$ cat config.mk
export PLATFORM = sky130hd
export DESIGN_NAME = rr_arbiter_4_flat
export DESIGN_NICKNAME = d
export VERILOG_FILES = /design/src/rtl/rr_arbiter_4_if.sv /design/src/rtl/rr_arbiter_4.sv /design/src/flat_wrapper.sv
export SDC_FILE = /design/constraint.sdc
export NUM_CORES = 1
export LEC_CHECK = 0
export BUFFER_PORTS_ARGS = -buffer_cell sky130_fd_sc_hd__buf_2
export CAP_MARGIN = 20
export CORE_AREA = 3 3 40 42
export DETAILED_ROUTE_END_ITERATION = 10
export DIE_AREA = 0 0 43 45
export HOLD_SLACK_MARGIN = 0.03
export SKIP_LAST_GASP = 1
export SYNTH_ARGS = -nofsm -noshare
export SYNTH_HDL_FRONTEND = slang
export SYNTH_SLANG_ARGS = --single-unit
$ cat constraint.sdc
create_clock -name clk -period 5 [get_ports clk]
set_clock_uncertainty 0.05 [all_clocks]
set_input_delay 1 -clock clk [delete_from_list [all_inputs] [get_ports clk]]
set_output_delay 1 -clock clk [all_outputs]
set_load 0.01 [all_outputs]
$ cat src/rtl/rr_arbiter_4_if.sv
// ----------------------------------------------------------------------------
// rr_arbiter_4_if
// Bundles the request/grant signals of the 4-requester round-robin arbiter.
//
// Signals:
//   req     [3:0]  request lines, bit i = requester i (level-sensitive)
//   done           current owner releases the grant
//   grant   [3:0]  registered one-hot grant, 0000 when idle
//   enable         one-cycle pulse in the first cycle of each new grant
//   busy           high while a grant is held
//   timeout        one-cycle pulse on a forced release
//
// Modports:
//   master  requester side (drives req/done, observes grant status)
//   slave   arbiter side (observes req/done, drives grant status)
// ----------------------------------------------------------------------------
interface rr_arbiter_4_if;
  logic [3:0] req;
  logic       done;
  logic [3:0] grant;
  logic       enable;
  logic       busy;
  logic       timeout;

  modport master (
    output req, done,
    input  grant, enable, busy, timeout
  );

  modport slave (
    input  req, done,
    output grant, enable, busy, timeout
  );
endinterface : rr_arbiter_4_if

$ cat src/rtl/rr_arbiter_4.sv
// ----------------------------------------------------------------------------
// rr_arbiter_4
// Round-robin arbiter for four requesters. Produces a registered one-hot
// grant and a one-cycle enable pulse for the downstream 4-to-2 encoder.
// At most one grant bit is ever high, ownership rotates fairly starting
// after the last released owner, and every grant is followed by at least
// one idle cycle with grant = 0000.
//
// Ports:
//   clk        rising-edge clock
//   rst        synchronous reset, active-high
//   arb        rr_arbiter_4_if.slave: req, done in; grant, enable, busy,
//              timeout out
//
// Parameters:
//   MAX_HOLD   maximum consecutive grant cycles (only with ARB_TIMEOUT_EN)
//   CNT_W      hold-counter width, 1 <= MAX_HOLD <= 2**CNT_W-1
//
// Optional feature (macro ARB_TIMEOUT_EN):
//   Defined:   a hold counter forces release after MAX_HOLD grant cycles
//              and pulses timeout coincident with grant returning to 0000.
//   Undefined: no counter; timeout is tied 0 and a grant is held until
//              done or the owner's request drops.
// ----------------------------------------------------------------------------
module rr_arbiter_4 #(
  parameter int MAX_HOLD = 15,
  parameter int CNT_W    = 4
) (
  input  logic            clk,
  input  logic            rst,
  rr_arbiter_4_if.slave   arb
);

  typedef enum logic {
    S_IDLE  = 1'b0,
    S_GRANT = 1'b1
  } state_t;

  // Reject illegal parameter combinations at elaboration.
  if (MAX_HOLD < 1 || MAX_HOLD > (2 ** CNT_W) - 1) begin : g_bad_param
    $error("rr_arbiter_4: MAX_HOLD out of range for CNT_W");
  end

  state_t     r_state;
  state_t     w_state_nxt;
  logic [3:0] r_grant;
  logic       r_enable;
  logic       r_timeout;
  logic [1:0] r_last;

  logic [1:0] w_pick_idx;
  logic [1:0] w_owner_idx;
  logic       w_normal_rel;
  logic       w_force_rel;
  logic       w_release;
  logic       w_busy;

  // --------------------------------------------------------------------------
  // Circular priority scan starting at (last+1) mod 4.
  // --------------------------------------------------------------------------
  always_comb begin
    logic       found;
    logic [1:0] idx;
    // NOTE: every variable gets a default before any conditional assignment,
    // otherwise synthesis infers a latch to hold the old value.
    w_pick_idx = 2'd0;
    found      = 1'b0;
    idx        = 2'd0;
    for (int i = 0; i < 4; i++) begin
      idx = r_last + 2'(i + 1);
      if (!found && arb.req[idx]) begin
        w_pick_idx = idx;
        found      = 1'b1;
      end
    end
  end

  // Index of the current owner, decoded from the one-hot grant.
  always_comb begin
    w_owner_idx = 2'd0;
    unique case (r_grant)
      4'b0010: w_owner_idx = 2'd1;
      4'b0100: w_owner_idx = 2'd2;
      4'b1000: w_owner_idx = 2'd3;
      default: w_owner_idx = 2'd0;
    endcase
  end

  assign w_normal_rel = arb.done | ~arb.req[w_owner_idx];

`ifdef ARB_TIMEOUT_EN
  logic [CNT_W-1:0] r_hold_cnt;

  // Forced release only when no ordinary release applies this cycle.
  assign w_force_rel = (r_hold_cnt == CNT_W'(MAX_HOLD)) & ~w_normal_rel;

  // Counter reads 1 in the first grant cycle, so a release fires after
  // exactly MAX_HOLD cycles of grant.
  always_ff @(posedge clk) begin
    if (rst) begin
      r_hold_cnt <= '0;
    end else if (r_state == S_IDLE) begin
      r_hold_cnt <= (|arb.req) ? CNT_W'(1) : '0;
    end else if (w_release) begin
      r_hold_cnt <= '0;
    end else begin
      r_hold_cnt <= r_hold_cnt + CNT_W'(1);
    end
  end
`else
  assign w_force_rel = 1'b0;
`endif

  assign w_release = w_normal_rel | w_force_rel;

  // --------------------------------------------------------------------------
  // FSM: state register
  // --------------------------------------------------------------------------
  always_ff @(posedge clk) begin
    // NOTE: sequential state uses non-blocking assignments so every register
    // samples pre-edge values regardless of block ordering.
    if (rst) r_state <= S_IDLE;
    else     r_state <= w_state_nxt;
  end

  // FSM: next-state logic
  always_comb begin
    w_state_nxt = r_state;
    unique case (r_state)
      S_IDLE:  if (|arb.req)  w_state_nxt = S_GRANT;
      S_GRANT: if (w_release) w_state_nxt = S_IDLE;
      default: w_state_nxt = S_IDLE;
    endcase
  end

  // FSM: output logic
  always_comb begin
    w_busy = (r_state == S_GRANT);
  end

  // --------------------------------------------------------------------------
  // Registered grant datapath. done in IDLE is ignored; a release always
  // lands in IDLE, which guarantees the idle cycle between owners.
  // --------------------------------------------------------------------------
  always_ff @(posedge clk) begin
    if (rst) begin
      r_grant   <= 4'b0000;
      r_enable  <= 1'b0;
      r_timeout <= 1'b0;
      r_last    <= 2'd3;
    end else begin
      r_enable  <= 1'b0;
      r_timeout <= 1'b0;
      unique case (r_state)
        S_IDLE: begin
          if (|arb.req) begin
            r_grant  <= 4'b0001 << w_pick_idx;
            r_enable <= 1'b1;
          end
        end
        S_GRANT: begin
          if (w_release) begin
            r_grant   <= 4'b0000;
            r_last    <= w_owner_idx;
            r_timeout <= w_force_rel;
          end
        end
        default: r_grant <= 4'b0000;
      endcase
    end
  end

  assign arb.grant   = r_grant;
  assign arb.enable  = r_enable;
  assign arb.busy    = w_busy;
  assign arb.timeout = r_timeout;

endmodule : rr_arbiter_4

$ cat src/flat_wrapper.sv
// flat-port wrapper written by rule: the top's interface ports become plain ports
module rr_arbiter_4_flat 
#(
  parameter int MAX_HOLD = 15,
  parameter int CNT_W    = 4
)
  (clk, rst, arb_req, arb_done, arb_grant, arb_enable, arb_busy, arb_timeout);
  rr_arbiter_4_if arb_i ();
  input  logic clk;
  input  logic rst;
  input wire logic [$bits(arb_i.req)-1:0] arb_req;
  input wire logic [$bits(arb_i.done)-1:0] arb_done;
  output wire logic [$bits(arb_i.grant)-1:0] arb_grant;
  output wire logic [$bits(arb_i.enable)-1:0] arb_enable;
  output wire logic [$bits(arb_i.busy)-1:0] arb_busy;
  output wire logic [$bits(arb_i.timeout)-1:0] arb_timeout;
  assign arb_i.req = arb_req;
  assign arb_i.done = arb_done;
  assign arb_grant = arb_i.grant;
  assign arb_enable = arb_i.enable;
  assign arb_busy = arb_i.busy;
  assign arb_timeout = arb_i.timeout;
  rr_arbiter_4 #(.MAX_HOLD(MAX_HOLD), .CNT_W(CNT_W)) u_core (.clk(clk), .rst(rst), .arb(arb_i));
endmodule
# After elaboration in Yosys (flattened, before gate mapping)
# Cells that the tools add are included.
[classes]
shift = 1
mux = 24
order_cmp = 5
eq_ne = 5
n_reduce_logical = 10
addsub = 3
bitwise_logic = 3
[ops]
columns = ["operator", "count"]
rows = [
  ["2-bit by 3-bit < comparator with 1-bit output, second input constant", 5],
  ["1-bit binary-select mux with 2-bit select", 5],
  ["1-bit 2-to-1 mux", 10],
  ["2-bit 2-to-1 mux", 4],
  ["4-bit 2-to-1 mux", 2],
  ["4-bit case mux with 2 select lines", 1],
  ["2-bit case mux with 3 select lines", 1],
  ["2-bit adder, second input constant", 2],
  ["4-bit by 2-bit equality test with 1-bit output, second input constant", 1],
  ["4-bit by 3-bit equality test with 1-bit output, second input constant", 1],
  ["4-bit equality test, second input constant", 1],
  ["2-bit AND reduction", 2],
  ["4-bit OR reduction", 1],
  ["1-bit by 2-bit left shift with 4-bit output, first input constant", 1],
  ["1-bit logical AND", 3],
  ["1-bit logical NOT", 3],
  ["2-bit by 1-bit adder with 2-bit output, second input constant", 1],
  ["2-bit by 1-bit != test with 1-bit output, second input constant", 1],
  ["2-bit != test, second input constant", 1],
  ["1-bit NOT", 2],
  ["1-bit case mux with 2 select lines", 1],
  ["2-bit OR reduction", 1],
  ["1-bit bitwise OR", 1],
]
[totals]
output_inout_bits = 7
reg_bits = 8
input_bits = 7
word_cells = 55

# Depth between registers and ports, before layout
[depth]
word_depth = 16
mapped_depth = 6
ltp_nobuf = 5

# Worst setup path before layout
# No wires, ideal clock.
[synth_timing]
path_kind = "input -> register"
start = "input port arb_req[2]"
end = "register u_core.r_last[0]"
arrival_ps = 2147
path_buffers = 0
required_ps = 4828
setup_time_ps = 122
path_stages = 5
path_slack_ps = 2681
cell_sequence = "or3b_1 > a211oi_2 > or3_1 > o21ai_2 > a221o_1"
[synth_via]
elab_chain_len = 5
[synth_lines]
columns = ["element", "line_no", "text"]
rows = [
  ["start, declared", "flat_wrapper.sv:11", "input wire logic [$bits(arb_i.req)-1:0] arb_req;"],
  ["1-bit binary-select mux with 2-bit select", "rr_arbiter_4.sv:89", "assign w_normal_rel = arb.done | ~arb.req[w_owner_idx];"],
  ["1-bit 2-to-1 mux (implied by the code)", "rr_arbiter_4.sv:89", ""],
  ["1-bit NOT", "rr_arbiter_4.sv:89", ""],
  ["1-bit bitwise OR", "rr_arbiter_4.sv:89", ""],
  ["2-bit AND reduction (no line)", "--", ""],
  ["end signal, assigned", "rr_arbiter_4.sv:164", "r_last <= w_owner_idx;"],
  ["end, declared", "rr_arbiter_4.sv:49", "logic [1:0] r_last;"],
]
# Every way passes these cells. The select of a mux whose other input is x is not followed.
# A chain may end at the register's enable or synchronous reset.

# Worst setup path after layout
# Ends and elaborated chain as after synthesis.

==> run_results.csv <==
group,metric,value,unit
status,status,"finished clean",
drt,route.met2.wl,513,um
synth,avgSynthCellArea,8.758,um^2
sta,setup_viol,0,
hold_path,hp-class,"reg -> reg",
sta,min_period_over_period,44.76,%
clock_network,cts_sinks,8,
global_route,grt_pass1_vias,438,
setup_path,rr_startpoint,"u_core.arb.grant[2]",
clock_network,numCtsBuffers,3,
clock_network,clk_latency,0.25,ns
die,die_width,43,um
setup_path,slowest_stage,"or3b_1",
drt,highest_layer,"met4",
setup_path,critPathCapture,"u_core.r_last[0]",
drt,drc,0,
setup_path,critPathLaunchType,"input port",
setup_path,critPathTopFamily,"compound AO/OA/AOI/OAI gates",
hold_path,hold_depth,1,
setup_path,cp.required,5.09,ns
setup_path,worstSetupPathType,"in -> reg",
synth,netlist_top_cells_area,"dfxtp_1, nor2_1, nand2b_1",
synth,synth_top_cell_area_share,29.98,%
synth,synth_nets,68,
layout,areaGrowthSynthToFinish,12.65,%
die,chipHeight,45,um
setup_path,rrSetupSlack,3.09,ns
synth,synth.distinct_cells,35,
drt,drt_iter0_markers,10,
die,die_area,1935,um^2
run,drv_cap,0,
power,leakage,0.2465,nW
placement,dpl.hpwl,901.8,um
drt,wl,1127,um
synth,synth_ff_type,"dfxtp_1",
synth,synth_edf_count,0,
synth,syn_area,534.3,um^2
drt,vias_per_cell,5.563,
die,initial_core_util,41.58,%
synth,ys_seq_area_share,29.98,%
drt,wl_met1,542,um
synth,yosysTopAreaCell,"dfxtp_1",
sta,setup_tns,0,ns
synth,netlist_instances,61,
setup_path,worstRegToRegCells,5,
global_route,grt_pass1_wl,2035,um
placement,io_buffers,12,
setup_path,critical_path_arrival,2.33,ns
clock_network,path_clk_slew,0.05,ns
clock_network,ctsLongestPathBuffers,2,
drt,route.antenna.remaining_nets,0,
layout,drive_above_1_share,29.17,%
hold_path,hp-start,"u_core.r_last[0]",
sta,fmax,446.8,MHz
layout,diodes,0,
drt,vias,484,
power,ir_worst_vdd,0.1545,mV
setup_path,crit_chain,"buf_2, or3b_1, a211oi_2, or3_1, o21ai_2, a221o_1",
setup_path,cp_slowest_stage_delay,0.36,ns
power,power_density,278.2,nW/um^2
setup_path,crit_cells,6,
clock_network,cts_setup_buffers,0,
synth,ys_seq_elements,8,
drt,wl_per_cell,12.95,um
clock_network,ctsHoldBuffers,0,
global_route,antenna_found_initial,0,
setup_path,crit_path_start,"arb_req[2]",
synth,async_flop_share,0,%
layout,final_nets,81,
setup_path,r2r-end,"u_core.r_last[0]",
clock_network,cts_repair_resize_count,0,
global_route,grt_max_degree,11,
clock_network,cts-root-buf,"clkbuf_4",
sta,min_period,2.238,ns
die,rows,13,
die,io_pins,14,
global_route,gr-total-overflow,0,
setup_path,crit_buf_inv,1,
sta,slew_violations,0,
die,core_area,1285,um^2
setup_path,path_max_fanout,5,
synth,yosysWarnings,0,
power,total_power,0.0001674,W
drt,met3_length,56,um
drt,first_pass_iters,4,
sta,rsz0062_at_grt,"false",
sta,finalHoldViolCount,0,
setup_path,cp-end-kind,"flip-flop",
placement,gp_congestion,0.8349,
global_route,globalRouteTotalUtil,14.04,%
clock_network,tritoncts,"done",
clock_network,htreeDepth,1,
final cells by class:
type                    count  area [um^2]
fillers                   143        683.2
multi-input cells          49        340.3
flip-flops and latches      8        160.2
repair buffers             12        60.06
clock buffers               3        22.52
well taps                  15        18.77
synthesized netlist by cell type (all sizes together), types with 2 or more instances:
master / instances
a22oi: 2
nor4: 2
o2bb2ai: 2
dfxtp: 8
nor2: 8
a21oi: 2
nand2b: 4
o21ai: 2
a221o: 2
a211oi: 2
or3: 2
buf: 4
xnor2: 2
or3b: 2
routing by layer:
| metal | vias up | track usage, % |
|---|---|---|
| li1 | 248 | - |
| met1 | 224 | 18.25 |
| met3 | 3 | 6.375 |
| met5 | - | 0 |
| met2 | 9 | 21.26 |
| met4 | 0 | 3.614 |
power by group:
part | switching, W | leakage [nW] | internal (W) | total (W)
Sequential | 0.00000944 | 0.0661 | 0.0000696 | 0.0000790
Clock | 0.0000203 | 0.0138 | 0.0000273 | 0.0000477
Combinational | 0.0000206 | 0.167 | 0.0000201 | 0.0000407
sequential cells by signal, indices dropped and copies added, names as in the netlist:
signal,count
u_core.arb.enable,1
u_core.arb.grant,4
u_core.arb.busy,1
u_core.r_last,2
metrics by stage:
stage | instance area [um^2] | utilization [%] | hold slack [ns] | instances | setup slack, ns
2_1_floorplan | 534.3 | - | 0.4455 | 61 | 2.681
3_3_place_gp | 579.3 | 45.08 | 0.4808 | 84 | 2.518
3_5_place_dp | 579.3 | 45.08 | 0.4807 | 84 | 2.497
4_1_cts | 601.8 | 46.84 | 0.4926 | 87 | 2.762
5_1_grt | 601.8 | 46.84 | 0.5154 | 87 | 2.667
6_report | 601.8 | 46.84 | 0.4939 | 87 | 2.762
placed cells by master, fill, tap and decap left out:
master / Yosys / final
or2_2: 1 / 1
o31ai_1: 1 / 1
a21oi_1: 2 / 2
nor2_1: 8 / 8
a221o_2: 1 / 1
nor2b_1: 1 / 1
o21ai_0: 1 / 1
o22a_1: 1 / 1
a211oi_1: 1 / 1
dfxtp_1: 8 / 8
clkbuf_4: 0 / 3
buf_2: 0 / 12
a211oi_2: 1 / 1
o41ai_1: 1 / 1
xnor2_1: 2 / 2
a21o_1: 1 / 1
or2b_2: 1 / 1
a221o_1: 1 / 1
nand2b_1: 4 / 4
nand2_1: 1 / 1
nor4b_1: 1 / 1
nor4_1: 2 / 2
a21boi_0: 1 / 1
o21a_1: 1 / 1
and3b_2: 1 / 1
o21ai_2: 1 / 1
xor2_1: 1 / 1
nand3b_1: 1 / 1
o2bb2ai_1: 2 / 2
mux2i_1: 1 / 1
a31oi_1: 1 / 1
or3_1: 2 / 2
or3b_1: 2 / 2
conb_1: 1 / 1
a22oi_1: 2 / 2
worst min path at each step:
| stage | end | slack, ns |
|---|---|---|
| 6_report | u_core.r_last[0] | 0.49 |
| 5_1_grt | u_core.r_last[0] | 0.52 |
| 4_1_cts | u_core.r_last[0] | 0.49 |
| 3_5_place_dp | u_core.r_last[0] | 0.48 |
| 3_3_place_gp | u_core.r_last[0] | 0.48 |
| 2_1_floorplan | u_core.r_last[0] | 0.45 |
kinds of logic (layout without fill, tap and decap cells):
kind of cell              Yosys count  in the layout  share of synthesized area (%)
AOI/OAI and AO/OA                  19             19                          28.34
xor gates and xnor gates            3              3                          4.919
buffers and inverters               4             15                          6.323
DFF                                 8              8                          29.98
muxes                               1              1                          1.874
other                               1              1                         0.7019
and+or+nand+nor                    25             25                          27.87
(Power assumes the default switching activity.)
